**config.mk**
```make
export PLATFORM = sky130hd
export DESIGN_NAME = div_ctrl_flat
export DESIGN_NICKNAME = d
export VERILOG_FILES = /design/src/rtl/div_ctrl_if.sv /design/src/rtl/div_ctrl.sv /design/src/flat_wrapper.sv
export SDC_FILE = /design/constraint.sdc
export NUM_CORES = 1
export LEC_CHECK = 0
export ABC_AREA = 1
export CAP_MARGIN = 25
export CELL_PAD_IN_SITES_DETAIL_PLACEMENT = 1
export CELL_PAD_IN_SITES_GLOBAL_PLACEMENT = 1
export CORE_MARGIN = 2
export CORE_UTILIZATION = 33
export DETAILED_ROUTE_END_ITERATION = 6
export GPL_ROUTABILITY_DRIVEN = 0
export PLACE_DENSITY_LB_ADDON = 0.12
export SETUP_SLACK_MARGIN = 0.1
export SYNTH_ARGS = -nofsm -noshare
export SYNTH_HDL_FRONTEND = slang
export SYNTH_SLANG_ARGS = --single-unit
```
**constraint.sdc**
```tcl
create_clock -name clk_i -period 2 [get_ports clk_i]
set_clock_uncertainty 0.15 [all_clocks]
set_input_delay 0.4 -clock clk_i [delete_from_list [all_inputs] [get_ports clk_i]]
set_output_delay 0.4 -clock clk_i [all_outputs]
set_load 0.01 [all_outputs]
```
**src/rtl/div_ctrl_if.sv**
```systemverilog
// div_ctrl request/response bundle.
// Controller is the slave, the issuing core is the master.
interface div_ctrl_if;
  logic        start_i;
  logic        signed_i;
  logic [31:0] dividend_i;
  logic [31:0] divisor_i;
  logic        busy_o;
  logic        done_o;
  logic        dz_o;
  logic [31:0] hi_o;
  logic [31:0] lo_o;

  modport slave (
    input  start_i, signed_i,
    input  dividend_i, divisor_i,
    output busy_o, done_o, dz_o,
    output hi_o, lo_o
  );

  modport master (
    output start_i, signed_i,
    output dividend_i, divisor_i,
    input  busy_o, done_o, dz_o,
    input  hi_o, lo_o
  );
endinterface

```
**src/rtl/div_ctrl.sv**
```systemverilog
// MIPS DIV/DIVU sequencer around an external
// DEPTH-stage magnitude divider pipeline.
module div_ctrl #(
  parameter int DEPTH = 32
) (
  input  logic        clk_i,
  input  logic        rst_i,
  div_ctrl_if.slave   bus,
  output logic [63:0] pipe_data_o,
  output logic [31:0] pipe_div_o,
  input  logic [63:0] pipe_res_i
);

  localparam int CW = $clog2(DEPTH + 1);

  typedef enum logic [1:0] {
    IDLE,
    RUN,
    FIX
  } state_t;

  state_t        state_q, state_d;
  logic [CW-1:0] cnt_q, cnt_d;
  logic [63:0]   data_q, data_d;
  logic [31:0]   div_q, div_d;
  logic          qneg_q, qneg_d;
  logic          rneg_q, rneg_d;
  logic [63:0]   res_q, res_d;
  logic [31:0]   hi_q, hi_d;
  logic [31:0]   lo_q, lo_d;
  logic          dz_q, dz_d;
  logic          done_q, done_d;

  logic [31:0]   mag_a;
  logic [31:0]   mag_b;
  logic          a_neg;
  logic          b_neg;

  assign a_neg = bus.signed_i & bus.dividend_i[31];
  assign b_neg = bus.signed_i & bus.divisor_i[31];
  assign mag_a = a_neg ? (~bus.dividend_i + 32'd1)
                       : bus.dividend_i;
  assign mag_b = b_neg ? (~bus.divisor_i + 32'd1)
                       : bus.divisor_i;

  assign bus.busy_o = (state_q != IDLE);
  assign bus.done_o = done_q;
  assign bus.dz_o   = dz_q;
  assign bus.hi_o   = hi_q;
  assign bus.lo_o   = lo_q;
  assign pipe_data_o = data_q;
  assign pipe_div_o  = div_q;

  // Next-state and datapath updates for issue, wait and sign fix-up.
  always_comb begin
    state_d = state_q;
    cnt_d   = cnt_q;
    data_d  = data_q;
    div_d   = div_q;
    qneg_d  = qneg_q;
    rneg_d  = rneg_q;
    res_d   = res_q;
    hi_d    = hi_q;
    lo_d    = lo_q;
    dz_d    = dz_q;
    done_d  = 1'b0;
    unique case (state_q)
      IDLE: begin
        if (bus.start_i) begin
          if (bus.divisor_i != 32'd0) begin
            state_d = RUN;
            cnt_d   = CW'(DEPTH);
            data_d  = {31'd0, mag_a, 1'b0};
            div_d   = mag_b;
            qneg_d  = a_neg ^ b_neg;
            rneg_d  = a_neg;
          end else begin
            hi_d   = bus.dividend_i;
            lo_d   = 32'hFFFF_FFFF;
            dz_d   = 1'b1;
            done_d = 1'b1;
          end
        end
      end
      RUN: begin
        if (cnt_q == '0) begin
          res_d   = pipe_res_i;
          state_d = FIX;
        end else begin
          cnt_d = cnt_q - 1'b1;
        end
      end
      FIX: begin
        state_d = IDLE;
        lo_d    = qneg_q ? (~res_q[31:0] + 32'd1)
                         : res_q[31:0];
        hi_d    = rneg_q ? (~res_q[63:32] + 32'd1)
                         : res_q[63:32];
        dz_d    = 1'b0;
        done_d  = 1'b1;
      end
      default: state_d = IDLE;
    endcase
  end

  // State register; reset aborts any in-flight op.
  always_ff @(posedge clk_i or negedge rst_i) begin
    if (!rst_i) begin
      state_q <= IDLE;
      cnt_q   <= '0;
      data_q  <= '0;
      div_q   <= '0;
      qneg_q  <= 1'b0;
      rneg_q  <= 1'b0;
      res_q   <= '0;
      hi_q    <= '0;
      lo_q    <= '0;
      dz_q    <= 1'b0;
      done_q  <= 1'b0;
    end else begin
      state_q <= state_d;
      cnt_q   <= cnt_d;
      data_q  <= data_d;
      div_q   <= div_d;
      qneg_q  <= qneg_d;
      rneg_q  <= rneg_d;
      res_q   <= res_d;
      hi_q    <= hi_d;
      lo_q    <= lo_d;
      dz_q    <= dz_d;
      done_q  <= done_d;
    end
  end

endmodule

```
**src/flat_wrapper.sv**
```systemverilog
// flat-port wrapper written by rule: the top's interface ports become plain ports
module div_ctrl_flat 
#(
  parameter int DEPTH = 32
)
  (clk_i, rst_i, pipe_data_o, pipe_div_o, pipe_res_i, bus_start_i, bus_signed_i, bus_dividend_i, bus_divisor_i, bus_busy_o, bus_done_o, bus_dz_o, bus_hi_o, bus_lo_o);
  div_ctrl_if bus_i ();
  input  logic clk_i;
  input  logic rst_i;
  output logic [63:0] pipe_data_o;
  output logic [31:0] pipe_div_o;
  input  logic [63:0] pipe_res_i;
  input wire logic [$bits(bus_i.start_i)-1:0] bus_start_i;
  input wire logic [$bits(bus_i.signed_i)-1:0] bus_signed_i;
  input wire logic [$bits(bus_i.dividend_i)-1:0] bus_dividend_i;
  input wire logic [$bits(bus_i.divisor_i)-1:0] bus_divisor_i;
  output wire logic [$bits(bus_i.busy_o)-1:0] bus_busy_o;
  output wire logic [$bits(bus_i.done_o)-1:0] bus_done_o;
  output wire logic [$bits(bus_i.dz_o)-1:0] bus_dz_o;
  output wire logic [$bits(bus_i.hi_o)-1:0] bus_hi_o;
  output wire logic [$bits(bus_i.lo_o)-1:0] bus_lo_o;
  assign bus_i.start_i = bus_start_i;
  assign bus_i.signed_i = bus_signed_i;
  assign bus_i.dividend_i = bus_dividend_i;
  assign bus_i.divisor_i = bus_divisor_i;
  assign bus_busy_o = bus_i.busy_o;
  assign bus_done_o = bus_i.done_o;
  assign bus_dz_o = bus_i.dz_o;
  assign bus_hi_o = bus_i.hi_o;
  assign bus_lo_o = bus_i.lo_o;
  div_ctrl #(.DEPTH(DEPTH)) u_core (.clk_i(clk_i), .rst_i(rst_i), .bus(bus_i), .pipe_data_o(pipe_data_o), .pipe_div_o(pipe_div_o), .pipe_res_i(pipe_res_i));
endmodule
```
## Word level (Yosys, flattened, before mapping)

Cells that the tools add are included.

| storage, ports and cells | value |
|---|---|
| register bits after elaboration | 204 |
| input bits | 132 |
| output and inout port bits | 163 |
| word-level logic and storage cells | 65 |

| operators by class | value |
|---|---|
| add/sub/neg operators | 5 |
| equal/unequal tests | 7 |
| mux-type cells | 24 |
| bitwise gates (word level) | 7 |
| reductions and logical operators | 11 |

Operators with widths:

| kind | number |
|---|---|
| 32-bit 2-to-1 mux | 8 |
| 32-bit by 1-bit adder with 32-bit output, second input constant | 4 |
| 32-bit NOT | 4 |
| 32-bit case mux with 2 select lines | 2 |
| 32-bit nonzero test | 1 |
| 6-bit 2-to-1 mux | 3 |
| 6-bit case mux with 2 select lines | 1 |
| 3-bit AND reduction | 3 |
| 6-bit logical NOT | 1 |
| 2-bit 2-to-1 mux | 3 |
| 2-bit != test, second input constant | 3 |
| 2-bit nonzero test | 3 |
| 6-bit by 1-bit subtractor with 6-bit output, second input constant | 1 |
| 1-bit 2-to-1 mux | 4 |
| 2-bit by 1-bit != test with 1-bit output, second input constant | 2 |
| 1-bit case mux with 2 select lines | 2 |
| 2-bit case mux with 2 select lines | 1 |
| 4-bit AND reduction | 1 |
| 1-bit AND | 2 |
| 2-bit by 1-bit equality test with 1-bit output, second input constant | 1 |
| 2-bit equality test, second input constant | 1 |
| 2-bit logical NOT | 1 |
| 2-bit AND reduction | 1 |
| 1-bit bitwise XOR | 1 |

## Depth between registers and ports, before layout

Gate-level depths: netlist of the first run.

| depth | value |
|---|---|
| depth in word-level cells | 4 |
| mapped depth | 12 |

## Worst setup path after synthesis of the first run

No wires, ideal clock.

| path | value |
|---|---|
| path kind | input-to-reg |
| start | in bus_divisor_i[0] |
| end | reg u_core.div_q[29] (netlist: u_core.pipe_div_o[29]) |
| setup time | 117 ps |
| arrival time | 1616 ps |
| slack | 117 ps |
| stages | 11 |
| path through | inv_1 -> ha_1 -> nand2_1 -> nor2_1 -> nand2_2 -> nor2_4 -> nor2_1 -> buf_2 -> buf_2 -> nand3_1 -> nand2_1 |

| on the way | value |
|---|---|
| cells in the longest elaborated chain, start to end | 3 |

RTL lines:

| what | line | source |
|---|---|---|
| start, declared | flat_wrapper.sv:16 | `input wire logic [$bits(bus_i.divisor_i)-1:0] bus_divisor_i;` |
| 32-bit NOT | div_ctrl.sv:43 | `assign mag_b = b_neg ? (~bus.divisor_i + 32'd1)` |
| 32-bit by 1-bit adder with 32-bit output | div_ctrl.sv:43 |  |
| 32-bit 2-to-1 mux | div_ctrl.sv:43 |  |
| end signal, assigned | div_ctrl.sv:124 | `div_q <= div_d;` |
| end, declared | div_ctrl.sv:25 | `logic [31:0] div_q, div_d;` |

Parallel ways exist; a longest one is shown, timed or not.
A chain may end at the register's enable or synchronous reset.

## Worst setup path in the final report of the first run

| path | value |
|---|---|
| start | reg u_core.state_q[0] |
| end | reg u_core.data_q[8] (netlist: u_core.pipe_data_o[8]) |

| on the way | value |
|---|---|
| cells in the longest elaborated chain, start to end | 2 |

RTL lines:

| what | line | source |
|---|---|---|
| start, declared | div_ctrl.sv:22 | `state_t state_q, state_d;` |
| start signal, assigned | div_ctrl.sv:121 | `state_q <= state_d;` |
| 2-bit logical NOT | div_ctrl.sv:67 | `unique case (state_q)` |
| 3-bit AND reduction (no line) | - |  |
| end signal, assigned | div_ctrl.sv:123 | `data_q <= data_d;` |
| end, declared | div_ctrl.sv:24 | `logic [63:0] data_q, data_d;` |

Every way passes these cells.

==> results of run 1 <==
## state kept, by name, summed over array words and instances (netlist names)
register,cells
u_core.qneg_q,1
u_core.state_q,2
u_core.rneg_q,1
u_core.bus.done_o,1
u_core.pipe_div_o,32
u_core.bus.dz_o,1
u_core.bus.lo_o,32
u_core.bus.hi_o,32
u_core.res_q,64
u_core.cnt_q,6
u_core.pipe_data_o,32
## final timing paths
check	cells past startpoint	end	slack, ns
setup / recovery	8	u_core.pipe_data_o[8]$_DFFE_PN0P_	0.05
hold / removal	3	u_core.pipe_data_o[2]$_DFFE_PN0P_	0.04
setup reg to reg	8	u_core.pipe_data_o[8]$_DFFE_PN0P_	0.05
hold reg to reg	2	u_core.pipe_data_o[28]$_DFFE_PN0P_	0.33
max in group asynchronous	3	u_core.bus.hi_o[3]$_DFFE_PN0P_	0.78
min in group asynchronous	2	u_core.bus.lo_o[23]$_DFFE_PN0P_	0.26
## cells in the mapped netlist, types with 2 or more instances
cell type / instances / share of area, %
o211ai_1: 3 / 0.19
o21a_1: 6 / 0.38
nand2_1: 511 / 16
a21oi_2: 14 / 1.0
nor2_1: 191 / 6.0
buf_1: 7 / 0.22
o21ai_1: 19 / 0.79
clkbuf_1: 27 / 0.85
a21oi_1: 25 / 1.0
or2_2: 6 / 0.31
o31ai_1: 4 / 0.25
nor3_1: 3 / 0.13
nor2_2: 5 / 0.26
o21ai_0: 151 / 6.3
ha_1: 6 / 0.63
inv_1: 151 / 4.7
nand4_1: 25 / 1.3
nand3_1: 203 / 8.5
inv_2: 2 / 0.063
nand3b_1: 11 / 0.69
buf_6: 7 / 0.66
xor2_1: 33 / 2.4
buf_2: 18 / 0.75
xnor2_1: 5 / 0.37
buf_4: 37 / 2.3
dfrtp_1: 204 / 43
a31oi_1: 8 / 0.42
## final cells by class
cell class	count	share of cell area [%]
Multi-Input combinational cell	1271	33.4
Timing Repair Buffer	543	28.1
Sequential cell	204	27.4
Clock buffer	37	4.20
Inverter	153	3.15
Tap cell	461	3.10
Clock inverter	9	0.531
Antenna cell	4	0.0537
Timing Repair inverter	1	0.0269
## per-stage QoR
| step | setup TNS (ns) | hold slack [ns] | area, sq um |
|---|---|---|---|
| after CTS | 0 | 0.174 | 17900 |
| after global routing | 0 | 0.0513 | 18600 |
| final | 0 | 0.0356 | 18600 |
| after floorplan | 0 | -0.0456 | 12100 |
| after global placement | -55.86 | 0.249 | 16500 |
| after detailed placement | -73.36 | 0.254 | 16500 |
## cell families (layout without fill, tap and decap cells)
logic type	count (synthesis)	in the layout	share of synthesized area, %
simple gates	963	963	33.8
other cells	1	36	0.0313
buf+inv	250	743	9.63
fa+ha+maj	6	6	0.627
xor+xnor	38	38	2.78
flops	204	204	42.6
compound gates	232	232	10.5
## where the power goes
group	leakage [nW]	internal (mW)	switching (mW)	total, mW
Clock	0.442	2.96	1.92	4.88
Combinational	6.29	4.73	6.27	11.0
Sequential	2.44	6.18	1.63	7.82
## worst max-delay path, delay by kind of cell (launching register included)
family | cells | cell delay, ns
AOI/OAI and AO/OA | 1 | 0.09
buffers and inverters | 3 | 0.45
DFF | 1 | 0.43
and+or+nand+nor | 4 | 0.68
## what timing repair did
item                       in CTS  in global routing
hold buffers                    1                  0
hold endpoints to repair       41                  0
pin swaps                      17                 42
cloned                          8                  8
resized for setup             200                139
buffers inserted               28                 28
setup endpoints to repair     280                196
## layer usage
layer	global-route usage (%)	up-vias	wire [um]
met2	44.1	366	25100
met5	0	-	23
li1	-	6426	-
met4	10.9	4	2350
met1	33.4	6691	22100
met3	4.13	114	2600
==> flow_summary.yaml, run 1 <==
timing:
  finalMaxSlewViolations: 0
  hold_viol: 0
  max_slew_margin_pct: 66.3
  rsz0062_at_grt: "true"
  period_share_pct: 97.5
  finalSetupViolCount: 0
  fin_ws_ns: 0.0505
  worst_pin_slew_ns: 0.506
  fmax_ghz: 0.513
  post-route-min-period_ns: 1.95
logic_synthesis:
  syn_area_sq_um: 12000
  synth_flop_cell: "dfrtp_1"
  async_flop_share_pct: 100
  yosysWarnings: 0
  synth_edf_count: 0
  yosysUniqueCellTypes: 39
  synthCells: 1694
  ys_ff_latch: 204
  syn_area_per_cell_sq_um: 7.07
  synth.yosys.seq_area_share_pct: 42.6
placement:
  dp_slack_ns: -0.613
  hpwl_mm: 37.0
  dp_cells: 2562
  io_buffers: 262
drt:
  drt_iter0_markers: 539
  routed-via-count: 13600
  antenna_left: 0
  wire_per_inst_um: 19.4
  wl_mm: 52.1
  drc: 0
  drtPass1Iterations: 5
  viasPerCell: 5.07
cts:
  htree_levels: 1
  numCtsBuffers: 26
  clock_latency_ns: 0.54
  cts_sinks: 204
  clkSlewWorstSetupHoldPaths_ns: 0.06
  cts_root_buffer: "clkbuf_16"
  cts_tree: "yes"
  clockBufferDepth: 3
floorplanning:
  num_rows: 69
  ios: 295
  dieArea_sq_um: 37800
  die_y_um: 195
  core_area_sq_um: 35700
  die_width_um: 195
  initial_utilization_pct: 33.6
hold_path:
  hold_class: "input pin to register"
  hp-start: "bus_dividend_i[1]"
layout:
  multiInputGateArea_sq_um: 6230
  final_cell_count_no_fill: 2683
  nFillCells: 4422
  fin_util_pct: 52.3
  finalNetCount: 2338
  regArea_sq_um: 5110
  final_common_cell: "nand2_1"
  final_layout_size_suffix_gt1_share_pct: 20.9
  final_cell_mix: "nand2_1 (486), buf_4 (231), dfrtp_1 (199)"
  area_growth_pct: 55.6
grt:
  grt_max_degree: 49
  grt_pass1_vias: 14300
  grt_first_pass_wirelength_mm: 78.3
  grt_usage_pct: 26.2
  grt_overflow: 0
  antenna_found_initial: 7
power_and_ir_drop:
  leakagePower_nw: 9.17
  finalPower_mw: 23.7
  p_per_area_nw_per_um2: 1270
  peakVddDrop_mv: 0.633
worst_setup_path:
  worstSetupPathType: "register to register"
  critPathCaptureType: "register"
  regToRegStartpoint: "u_core.state_q[0]$_DFFE_PN0P_"
  worstPathMaxFanout: 8
  path_cells: "nor2_4, nand2_1, nor2_4, clkinv_4, buf_12, clkbuf_16, nand2_1, o21ai_0"
  cpMaxStageDelayCell: "dfrtp_2"
  crit_arrival_ns: 2.20
  crit_start: "u_core.state_q[0]$_DFFE_PN0P_"
  cp.required_ns: 2.25
  critical-path-max-stage-delay_ns: 0.43
  start_kind: "register"
run_status:
  status: "complete, no violations"
flow_run:
  maxCapViolCount: 0
Power figures use the tool's default switching activity.
==> run 2, diff against run 1 <==
--- a/config.mk
+++ b/config.mk
@@ -6,13 +6,14 @@
 export NUM_CORES = 1
 export LEC_CHECK = 0
 export ABC_AREA = 1
-export CAP_MARGIN = 25
 export CELL_PAD_IN_SITES_DETAIL_PLACEMENT = 1
 export CELL_PAD_IN_SITES_GLOBAL_PLACEMENT = 1
 export CORE_MARGIN = 2
 export CORE_UTILIZATION = 33
 export DETAILED_ROUTE_END_ITERATION = 6
+export DONT_BUFFER_PORTS = 1
 export GPL_ROUTABILITY_DRIVEN = 0
+export GPL_TIMING_DRIVEN = 0
 export PLACE_DENSITY_LB_ADDON = 0.12
 export SETUP_SLACK_MARGIN = 0.1
 export SYNTH_ARGS = -nofsm -noshare
==> run 2 against run 1 <==
Compared with the run above:
- the flow now finishes with violations (hold timing)
- sequential share of layout area grew 5.6 points
- register-to-register slack gained 0.04 ns
- sequential power grew 13%
- power shrank 10%
- non-clock buffer count shrank 297
- largest power group is now sequential cells
- cell count shrank 11%
- first-iteration DRC count grew 19%
- hold slack lost 0.64 ns
- die area is the same
- fmax grew 2.3%
==> flow_summary.yaml, run 2 (synthesis gave the netlist of run 1 again) <==
layout:
  final_cell_mix: "nand2_1 (496), dfrtp_1 (202), nand3_1 (192)"
  antenna_cells: 0
  final_layout_size_suffix_gt1_share_pct: 13.4
  top_register: "u_core.res_q"
  area_growth_pct: 29.0
  largest_reg_flops: 64
  final_common_cell: "nand2_1"
  finalNetCount: 2040
grt:
  grt_overflow: 0
  grt_usage_pct: 26.5
  grt_first_pass_wirelength_mm: 77.5
  grt_max_degree: 205
  grt_pass1_vias: 12900
  antenna_found_initial: 0
placement:
  io_buffers: 0
  hpwl_mm: 37.3
  dp_slack_ns: -0.796
floorplanning:
  die_y_um: 195
  core_area_sq_um: 35700
  ios: 295
  dieArea_sq_um: 37800
  initial_utilization_pct: 33.6
  num_rows: 69
  die_width_um: 195
worst_setup_path:
  r2r-end: "u_core.bus.lo_o[10]$_DFFE_PN0P_"
  cpMaxStageDelayCell: "dfrtp_1"
  regToRegStartpoint: "u_core.res_q[1]$_DFFE_PN0N_"
  cp.required_ns: 2.34
  worstPathMaxFanout: 5
  path_cells: "inv_2, ha_4, nand3_4, nor2_4, buf_4, buf_4, a21oi_1, or2_2, a21oi_2"
  reg2regPathDepth: 9
  cp.buffers_inverters: 3
  critPathTopFamily: "simple AND/OR/NAND/NOR gates"
  start_kind: "register"
  critical-path-max-stage-delay_ns: 0.39
  crit_arrival_ns: 2.24
  path_common_cell: "buf_4"
  r2r_slack_ns: 0.09
  worstSetupPathType: "register to register"
  critPathCaptureType: "register"
timing:
  whs_ns: -0.603
  post-route-min-period_ns: 1.91
  fin_ws_ns: 0.0948
  fmax_ghz: 0.525
  max_slew_margin_pct: 59.5
  hold_viol: 205
  rsz0062_at_grt: "true"
  worst_pin_slew_ns: 0.608
  finalSetupViolCount: 0
  finalMaxSlewViolations: 0
  period_share_pct: 95.3
drt:
  antenna_left: 0
  drt_iter0_markers: 639
  viasPerCell: 5.17
  wl_mm: 50.6
  drc: 0
  wire_per_inst_um: 21.2
  routed-via-count: 12300
  drtPass1Iterations: 5
cts:
  clkSlewWorstSetupHoldPaths_ns: 0.06
  cts_root_buffer: "clkbuf_16"
  cts_tree: "yes"
  clock_latency_ns: 0.56
  htree_levels: 1
  cts_sinks: 204
  numCtsBuffers: 26
  clockBufferDepth: 3
run_status:
  violations: "hold timing"
  status: "complete, but fails checks"
power_and_ir_drop:
  leakagePower_nw: 7.18
  peakVddDrop_mv: 0.731
  finalPower_mw: 21.3
  p_per_area_nw_per_um2: 1380
hold_path:
  hold_class: "input pin to asynchronous set/reset pin"
flow_run:
  maxCapViolCount: 0
==> run 2: cell types whose count changed in the layout (fill, tap and decap cells not counted), sizes merged, moves of 3 or more <==
cell and delta:
diode -4, clkbuf +20, dlymetal6s2s -24, clkinv -4, dlygate4sd3 +125, buf -176
clkdlybuf4s50 -96, inv +3, dlygate4sd2 -140
==> run 2: metal layers <==
layer  vias to the layer above  wire, um  track usage [%]
met5                         -         0                0
met4                         0      1500             8.06
met3                        79      4130             6.89
met2                       375     23500             43.5
met1                      6041     21500             34.2
li1                       5816         -                -
==> run 2: how the worst max path moves through the flow <==
stage | startpoint | depth (start not counted) | to
final | u_core.res_q[1]$_DFFE_PN0N_ | 9 | u_core.bus.lo_o[10]$_DFFE_PN0P_
after global routing | u_core.res_q[1]$_DFFE_PN0N_ | 9 | u_core.bus.lo_o[10]$_DFFE_PN0P_
after CTS | u_core.state_q[1]$_DFFE_PN0P_ | 8 | u_core.bus.hi_o[13]$_DFFE_PN0P_
after detailed placement | u_core.cnt_q[0]$_DFFE_PN0P_ | 7 | u_core.res_q[40]$_DFFE_PN0N_
after global placement | u_core.cnt_q[0]$_DFFE_PN0P_ | 7 | u_core.res_q[40]$_DFFE_PN0N_
after floorplan | bus_divisor_i[0] | 11 | u_core.pipe_div_o[29]$_DFFE_PN0P_
==> run 2: metrics by stage <==
step	cell area, sq um	instances	utilization (%)	setup TNS [ns]	hold slack [ns]
global route	15500	2383	43.3	-0.000856	-0.628
CTS	15100	2367	42.3	0	-0.628
global placement	12700	2186	35.5	-71.50	-0.0393
floorplan	12100	1725	-	0	-0.0456
finish	15500	2383	43.3	0	-0.603
detailed placement	12700	2186	35.5	-75.79	-0.0393
==> run 2: power by group <==
part	leakage [nW]	switching [mW]	total, mW	internal [mW]
combinational	4.30	4.72	7.56	2.83
clock	0.436	1.94	4.92	2.98
sequential	2.45	2.65	8.83	6.17
==> run 2: final cells by class <==
class,count,area [sq um]
Sequential cell,204,5110
Fill cell,4459,20200
Multi-Input combinational cell,1271,6160
Clock inverter,7,91.3
Buffer,97,689
Tap cell,461,577
Timing Repair Buffer,149,1450
Clock buffer,41,798
Inverter,153,574
==> run 2: repair_timing <==
item / CTS / global route
hold endpoints to repair: 343 / 205
pin swaps: 7 / 21
hold buffers: 125 / 1
setup endpoints to repair: 166 / 161
buffers inserted: 8 / 15
gates resized for setup: 74 / 103
==> run 3, diff against run 2 <==
==> constraint.sdc (replaced) <==
create_clock -name clk_i -period 1.95 [get_ports clk_i]
set_clock_uncertainty 0.15 [all_clocks]
set_input_delay 0.39 -clock clk_i [delete_from_list [all_inputs] [get_ports clk_i]]
set_output_delay 0.39 -clock clk_i [all_outputs]
set_load 0.01 [all_outputs]
==> run 3 against run 2 <==
Compared with the run above:
- the flow still finishes with violations (hold timing)
- utilization increased by 0.32 points
- die area unchanged
- largest cell class unchanged
- combinational power increased by 6.2%
- wire length increased by 0.62%
- sequential share of layout area decreased by 0.19 points
- first-iteration DRC count decreased by 1.9%
- global-route usage increased by 0.29 points
- fmax increased by 0.55%
- setup slack got worse by 0.040 ns
- count of clock-buffer cells in the layout decreased by 3
- non-clock buffer count increased by 8
- via count decreased by 0.19%
==> flow_summary.yaml, run 3 (synthesis gave the netlist of run 1 again) <==
placement:
  dp_slack_ns: -0.894
  hpwl_mm: 37.4
  dp_cells: 2186
  io_buffers: 0
cts:
  cts_tree: "yes"
  htree_levels: 1
  clock_latency_ns: 0.56
  cts_sinks: 204
  clkSlewWorstSetupHoldPaths_ns: 0.06
  numCtsBuffers: 27
  cts_root_buffer: "clkbuf_16"
  clockBufferDepth: 3
timing:
  finalSetupViolCount: 0
  fmax_ghz: 0.528
  max_slew_margin_pct: 64.2
  finalMaxSlewViolations: 0
  whs_ns: -0.624
  period_share_pct: 97.2
  rsz0062_at_grt: "true"
  worst_pin_slew_ns: 0.537
  hold_viol: 206
  fin_ws_ns: 0.0553
  post-route-min-period_ns: 1.89
worst_setup_path:
  crit_arrival_ns: 2.19
  r2r_slack_ns: 0.06
  r2r-end: "u_core.bus.lo_o[28]$_DFFE_PN0P_"
  critPathCaptureType: "register"
  worstSetupPathType: "register to register"
  cp.required_ns: 2.25
  crit_start: "u_core.res_q[1]$_DFFE_PN0N_"
  reg2regPathDepth: 11
  regToRegStartpoint: "u_core.res_q[1]$_DFFE_PN0N_"
  crit_end: "u_core.bus.lo_o[28]$_DFFE_PN0P_"
  start_kind: "register"
  worstPathMaxFanout: 5
power_and_ir_drop:
  peakVddDrop_mv: 0.603
  finalPower_mw: 21.9
  leakagePower_nw: 7.20
  p_per_area_nw_per_um2: 1410
grt:
  antenna_found_initial: 0
  grt_overflow: 0
  grt_usage_pct: 26.8
  grt_first_pass_wirelength_mm: 78.2
  grt_max_degree: 205
  grt_pass1_vias: 13100
drt:
  wire_per_inst_um: 21.3
  wl_mm: 50.9
  viasPerCell: 5.14
  antenna_left: 0
  routed-via-count: 12300
  drc: 0
  drtPass1Iterations: 4
  drt_iter0_markers: 627
layout:
  top_register: "u_core.res_q"
  area_growth_pct: 30.0
  final_cell_count_no_fill: 2392
  final_layout_size_suffix_gt1_share_pct: 15.4
  final_cell_mix: "nand2_1 (487), dfrtp_1 (196), nand3_1 (191)"
  antenna_cells: 0
  final_common_cell: "nand2_1"
  finalNetCount: 2049
  largest_reg_flops: 64
floorplanning:
  die_width_um: 195
  dieArea_sq_um: 37800
  initial_utilization_pct: 33.6
  core_area_sq_um: 35700
  die_y_um: 195
  num_rows: 69
  ios: 295
run_status:
  status: "complete, but fails checks"
  violations: "hold timing"
hold_path:
  hold_class: "input pin to asynchronous set/reset pin"
flow_run:
  maxCapViolCount: 0
==> run 3: changes by cell type in the layout (fill, tap and decap cells not counted), moves of 5 or more <==
cell and delta:
buf_4 +10, nand2_2 +11, nand2_1 -9, dfrtp_1 -6, dfrtp_2 +6, clkinv_2 +5
nor2_2 +6, nor2_1 -10, clkbuf_4 +5
==> run 3: worst max-delay path, cell delays in order (launching register included) <==
cell	delay (ns)
dfrtp_1	0.40
inv_2	0.11
ha_4	0.16
nand3_4	0.09
nor2_4	0.20
nand4_1	0.20
nand2_2	0.15
nand2_1	0.06
nand2_1	0.09
nand3_2	0.07
nand2_1	0.08
inv_1	0.03
==> run 3: repair_timing <==
item,4_1_cts,5_1_grt
endpoints found under the hold margin,344,207
buffers inserted,15,17
hold buffers,124,3
resized for setup,100,104
endpoints found under the setup margin,188,129
pin swaps,14,32
==> run 3: cell type report <==
cell class | instances | area (sq um)
clock buffers | 38 | 767
well taps | 461 | 577
plain buffers | 96 | 678
clock inverters | 11 | 67.6
fillers | 4430 | 20100
multi-input cells | 1271 | 6250
inverters | 153 | 578
flip-flops and latches | 204 | 5110
repair buffers | 158 | 1530
==> run 3: worst min-delay path by stage <==
stage / cells after the start / to
after floorplan: 0 / u_core.bus.done_o$_DFF_PN0_
after global placement: 0 / u_core.bus.lo_o[21]$_DFFE_PN0P_
after detailed placement: 0 / u_core.bus.lo_o[25]$_DFFE_PN0P_
after CTS: 0 / u_core.bus.lo_o[23]$_DFFE_PN0P_
after global routing: 0 / u_core.bus.lo_o[23]$_DFFE_PN0P_
final: 0 / u_core.bus.lo_o[23]$_DFFE_PN0P_
==> run 3: report_power, final <==
| group | leakage, nW | total, mW | internal [mW] | switching [mW] |
|---|---|---|---|---|
| logic | 4.34 | 8.03 | 3.07 | 4.96 |
| registers | 2.44 | 9.11 | 6.35 | 2.76 |
| clock network | 0.417 | 4.75 | 2.73 | 2.01 |
| total | 7.20 | 21.9 | 12.1 | 9.74 |
==> run 3: per-stage QoR <==
| step | utilization, % | setup TNS [ns] | instance area (sq um) |
|---|---|---|---|
| 6_report | 43.7 | 0 | 15600 |
| 2_1_floorplan | - | 0 | 12100 |
| 3_5_place_dp | 35.5 | -88.96 | 12700 |
| 4_1_cts | 42.4 | 0 | 15100 |
| 3_3_place_gp | 35.5 | -79.64 | 12700 |
| 5_1_grt | 43.7 | -0.0470 | 15600 |
==> run 3: routing by layer <==
| metal | up-vias | global-route usage (%) | part of all wire (%) | routed length, um |
|---|---|---|---|---|
| met5 | - | 0 | 0 | 0 |
| met4 | 0 | 8.46 | 3.2 | 1640 |
| met3 | 85 | 7.88 | 7.6 | 3890 |
| met2 | 341 | 44.1 | 47 | 23700 |
| met1 | 6023 | 33.9 | 43 | 21700 |
| li1 | 5839 | - | - | - |
==> RTL change 1, RTL diff (settings of run 3) <==
`DEPTH` is set to 32 in 2 places; all go to 16.
--- a/src/rtl/div_ctrl.sv
+++ b/src/rtl/div_ctrl.sv
@@ -2,5 +2,5 @@
 // DEPTH-stage magnitude divider pipeline.
 module div_ctrl #(
-  parameter int DEPTH = 32
+  parameter int DEPTH = 16
 ) (
   input  logic        clk_i,
--- a/src/flat_wrapper.sv
+++ b/src/flat_wrapper.sv
@@ -2,5 +2,5 @@
 module div_ctrl_flat 
 #(
-  parameter int DEPTH = 32
+  parameter int DEPTH = 16
 )
   (clk_i, rst_i, pipe_data_o, pipe_div_o, pipe_res_i, bus_start_i, bus_signed_i, bus_dividend_i, bus_divisor_i, bus_busy_o, bus_done_o, bus_dz_o, bus_hi_o, bus_lo_o);
Behaviour: no difference found for any inputs over 4 cycles, from zero or initial values and one cycle with rst_i low; that may be too few to reach the edited logic, so the function may still have changed.
==> RTL change 1 against run 3 <==
  * Sequential cell count is 1 lower
  * Design area is 7.7% higher
  * Worst setup slack worse by 0.16 ns
  * Critical endpoint is now u_core.res_q[55]
  * Total power is 14% higher
  * Sequential power is 0.8% lower
  * Count of clock-buffer cells in the layout is 7 lower
  * Area after synthesis is 1.9% lower
  * The run ends with hold timing, setup timing left
  * Fmax is 7.6% lower
  * Routed wire length is 2.0% higher
  * Non-clock buffer count is 30 higher
==> RTL change 1: results (changes against run 3) <==
Placed design
  • Placed inst area: 12500 um2 (-1.5%)
  • Post-Place Setup Slack: -0.592 ns (+0.302 ns)

Run status
  • Failing checks: hold timing, setup timing
  • Outcome: complete, but fails checks

Power and ir drop
  • Leak pwr: 7.84 nW (+8.9%)
  • Internal power summed over all cells: 0.0138 W (+13%)
  • Peak supply drop: 0.000754 V (+25%)
  • Share of total power in combinational logic: 0.428 (+0.061)
  • Clk pwr: 0.00517 W (+8.8%)

Critical path
  • Startpoint of the lowest-slack register-to-register path: u_core.cnt_q[1]

Global route
  • Maximum number of pins on one net before global-route repair: 204 (-0.49%)
  • Overall track demand over capacity in global routing: 0.270 (+0.00184)
  • Number of global-route vias before repair: 12800 (-2.4%)

STA
  • Worst hold slack across all endpoints: -0.603 ns (+0.0209 ns)
  • Worst-margin pin slew: 0.745 ns (+0.208 ns)
  • Setup total negative slack: -2.45 ns (-2.45 ns)
  • Final number of hold-violating endpoints: 205 (-0.49%)
  • Final setup viols: 63 (+63)
  • Worst setup margin: -0.101 ns (-0.157 ns)

Logic synthesis
  • Post-Synth XOR/XNOR Area: 0.0209 (-0.00691)
  • Average cell area after synthesis: 7.10 um2 (+0.38%)
  • Sequential area share after synthesis: 0.433 (+0.00627)
  • Share of the synthesized area in compound gates (AO/OA/AOI/OAI): 0.103 (-0.00240)

Finish
  • Count of plain and timing-repair buffers in the layout: 284 (+12%)
  • Non-clock inverter count in the final layout: 156 (+2.0%)
  • Fraction of area in registers: 0.303 (-0.0253)
  • Area occupied by multi-input gates: 6770 um2 (+8.3%)
  • Area growth from synthesis to layout: 42.8%
  • Total number of nets in the final design: 2038 (-0.54%)
  • Number of sequential cells: 203 (-0.49%)
  • Final-layout clock buffer total: 31 (-18%)
  • Share of layout cells above drive strength 1: 0.246 (+0.0922)

Die
  • Die area: 37100 um2 (-1.9%)

Routing
  • Total via count after detailed routing: 12400 (+0.85%)
  • Average detailed-routed wire length per instance: 21.8 um (+2.5%)
  • Detailed-route vias per instance: 5.21 (+1.4%)

Clock tree
  • Post-CTS resize count: 219 (+120%)
  • Post-CTS Setup Bufs: 18 (+3)
  • Clock buffer count from CTS: 25 (-7.4%)
[RTL change 1: cell count changes in the layout (fill, tap and decap cells not counted), moves of 7 or more]
cell / change
sky130_fd_sc_hd__nor2_1: -42
sky130_fd_sc_hd__nand3_2: +15
sky130_fd_sc_hd__o21ai_0: -50
sky130_fd_sc_hd__clkbuf_2: -9
sky130_fd_sc_hd__nor2_2: +11
sky130_fd_sc_hd__clkbuf_16: +7
sky130_fd_sc_hd__buf_12: +7
sky130_fd_sc_hd__nand2_4: +29
sky130_fd_sc_hd__nand2_2: +37
sky130_fd_sc_hd__nand2_1: -84
sky130_fd_sc_hd__xor2_1: -8
sky130_fd_sc_hd__o21ai_2: +36
sky130_fd_sc_hd__buf_6: +9
sky130_fd_sc_hd__buf_8: +8
[RTL change 1: routing by layer]
metal	vias to the layer above	GRT usage	wire length [um]
met5	-	0	0
met2	330	0.448	24700
li1	5787	-	-
met4	0	0.0669	1360
met3	76	0.0696	4030
met1	6199	0.349	21900
==> RTL change 2, RTL diff (config.mk and constraints of run 3) <==
Made on the original files. Reset style: synchronous (`rst_i`), changed in one clocked block.
--- a/src/rtl/div_ctrl.sv
+++ b/src/rtl/div_ctrl.sv
@@ -105,5 +105,5 @@
 
   // State register; reset aborts any in-flight op.
-  always_ff @(posedge clk_i or negedge rst_i) begin
+  always_ff @(posedge clk_i) begin
     if (!rst_i) begin
       state_q <= IDLE;
Formal check against the unedited RTL: differs if rst_i is asserted again (counterexample within 4 cycles, from zero or initial values and one cycle with rst_i low); with rst_i held inactive, the same outputs for 4 cycles.
==> RTL change 2 against run 3 <==
  * Area after synthesis down 4.4%
  * Synthesized cell count is 6.7% higher
  * Design area rose by 3.6%
  * Sequential cell count is the same
  * Worst setup slack worse by 0.017 ns
  * Routed wire length is 3.8% higher
  * The run still ends with hold timing left
  * Highest routed layer unchanged
  * Critical path type unchanged
  * Total power decreased by 31%
==> RTL change 2: results (changes against run 3) <==
Run status
  • Outcome: complete, but fails checks
  • Failing checks: hold timing

Global route
  • Antenna violations before repair: 1 (+1)
  • Maximum number of pins on one net before global-route repair: 14 (-93%)
  • Wire length of the first global-routing pass: 77300 um (-1.2%)
  • Number of global-route vias before repair: 13100 (+0.046%)

Finish
  • Share of layout cells above drive strength 1: 0.189 (+0.0351)
  • Filler instances: 4361 (-1.6%)

STA
  • Worst slew margin relative to its limit: 0.471 (-0.171)
  • Final number of hold-violating endpoints: 2 (-99%)
  • Worst hold slack across all endpoints: -0.0452 ns (+0.579 ns)

Routing
  • Detailed-route vias per instance: 5.20 (+1.2%)
  • Number of violations reported at the end of detailed-routing iteration 0: 666 (+6.2%)
  • Average detailed-routed wire length per instance: 21.0 um (-1.3%)

Critical path
  • R2R cell count: 10 (-1)
  • Largest driver fanout on the critical path: 8 (+3)
  • Worst EP arrival: 2.22 ns (+0.03 ns)

Logic synthesis
  • Adder-cell share of the synthesized area: 0.00656 (+0.000291)
  • Leading register cell type out of synthesis: sky130_fd_sc_hd__dfxtp_1
  • Top post-synthesis cells by area: sky130_fd_sc_hd__dfxtp_1 36%, sky130_fd_sc_hd__nand2_1 12%, sky130_fd_sc_hd__nor2_1 9.2%
  • Most frequent cells after synthesis: 367 x sky130_fd_sc_hd__nand2_1, 281 x sky130_fd_sc_hd__nor2_1, 204 x sky130_fd_sc_hd__dfxtp_1, 175 x sky130_fd_sc_hd__inv_1, 171 x sky130_fd_sc_hd__nand3_1
  • Fraction of registers with async set/reset: 0 (-1.00)
  • Post-Synth XOR/XNOR Area: 0.0268 (-0.00100)
  • Share of the synthesized area in compound gates (AO/OA/AOI/OAI): 0.169 (+0.0640)

Placed design
  • Detailed placement HPWL: 37700 um (+0.92%)
  • Placed inst area: 12200 um2 (-3.7%)
  • Total instance count after detailed placement: 2293 (+4.9%)

Power and ir drop
  • Net Sw Power: 0.00552 W (-43%)
  • Sequential share of power: 0.340 (-0.076)
  • Leak pwr: 7.10 nW (-1.3%)
  • Peak supply drop: 0.000644 V (+6.7%)
  • Power Combinational: 0.00476 W (-41%)
  • Power after layout: 0.0151 W (-31%)

Min path
  • Type of the tightest min-delay check: in2reg
## RTL change 2: cell count changes after synthesis, moves of 18 or more
cell,change
sky130_fd_sc_hd__o21ai_1,+18
sky130_fd_sc_hd__a21oi_1,+143
sky130_fd_sc_hd__nor2_1,+90
sky130_fd_sc_hd__nand2_1,-144
sky130_fd_sc_hd__clkbuf_1,+22
sky130_fd_sc_hd__dfrtp_1,-204
sky130_fd_sc_hd__inv_1,+24
sky130_fd_sc_hd__dfxtp_1,+204
sky130_fd_sc_hd__nand3_1,-32
## RTL change 2: routing by layer
layer | global-route usage | share of wire
met5 | 0 | 0
met4 | 0.112 | 0.042
met3 | 0.0593 | 0.066
met2 | 0.464 | 0.46
met1 | 0.352 | 0.43
## RTL change 2: worst max-delay path by stage
stage	end	from	cells after the start
floorplan	u_core.pipe_div_o[29]	bus_divisor_i[1]	15
global placement	u_core.bus.lo_o[12]	rst_i	5
detailed placement	u_core.bus.lo_o[12]	rst_i	5
CTS	u_core.res_q[13]	u_core.cnt_q[1]	10
global route	u_core.bus.lo_o[29]	u_core.res_q[0]	10
finish	u_core.res_q[16]	u_core.state_q[0]	10
## RTL change 2: what timing repair did
item / 4_1_cts / 5_1_grt
resized for setup: 196 / 206
hold buffers: 128 / 2
pin swaps: 11 / 27
setup endpoints to repair: 198 / 139
endpoints found under the hold margin: 148 / 3
setup buffers: 14 / 20
gates cloned: 2 / 8
## RTL change 2: layout make-up
cell class,count,area share
flip-flops and latches,204,0.254
inverters,192,0.0484
diodes,1,0.000155
clock inverters,10,0.00877
plain buffers,114,0.0572
clock buffers,37,0.0479
multi-input cells,1328,0.434
well taps,455,0.0353
repair buffers,174,0.115
## RTL change 2: metrics by stage
stage / setup WS [ns] / utilization / hold WS [ns]
final: 0.0382 / 0.469 / -0.0452
after global placement: -0.871 / 0.355 / 0.300
after floorplan: 0.0267 / - / 0.288
after global routing: -0.0574 / 0.469 / 0.00199
after CTS: -0.00708 / 0.439 / -0.113
after detailed placement: -0.870 / 0.355 / 0.307
## RTL change 2: critical path, stage by stage, from the launching register on
cell and delay [ns]:
sky130_fd_sc_hd__dfxtp_2 0.36, sky130_fd_sc_hd__inv_2 0.06, sky130_fd_sc_hd__nor2_4 0.16, sky130_fd_sc_hd__inv_4 0.06, sky130_fd_sc_hd__nor2_4 0.20, sky130_fd_sc_hd__clkinvlp_4 0.15, sky130_fd_sc_hd__buf_12 0.16, sky130_fd_sc_hd__buf_12 0.15
sky130_fd_sc_hd__clkbuf_16 0.16, sky130_fd_sc_hd__o21ai_4 0.14, sky130_fd_sc_hd__a21oi_2 0.05
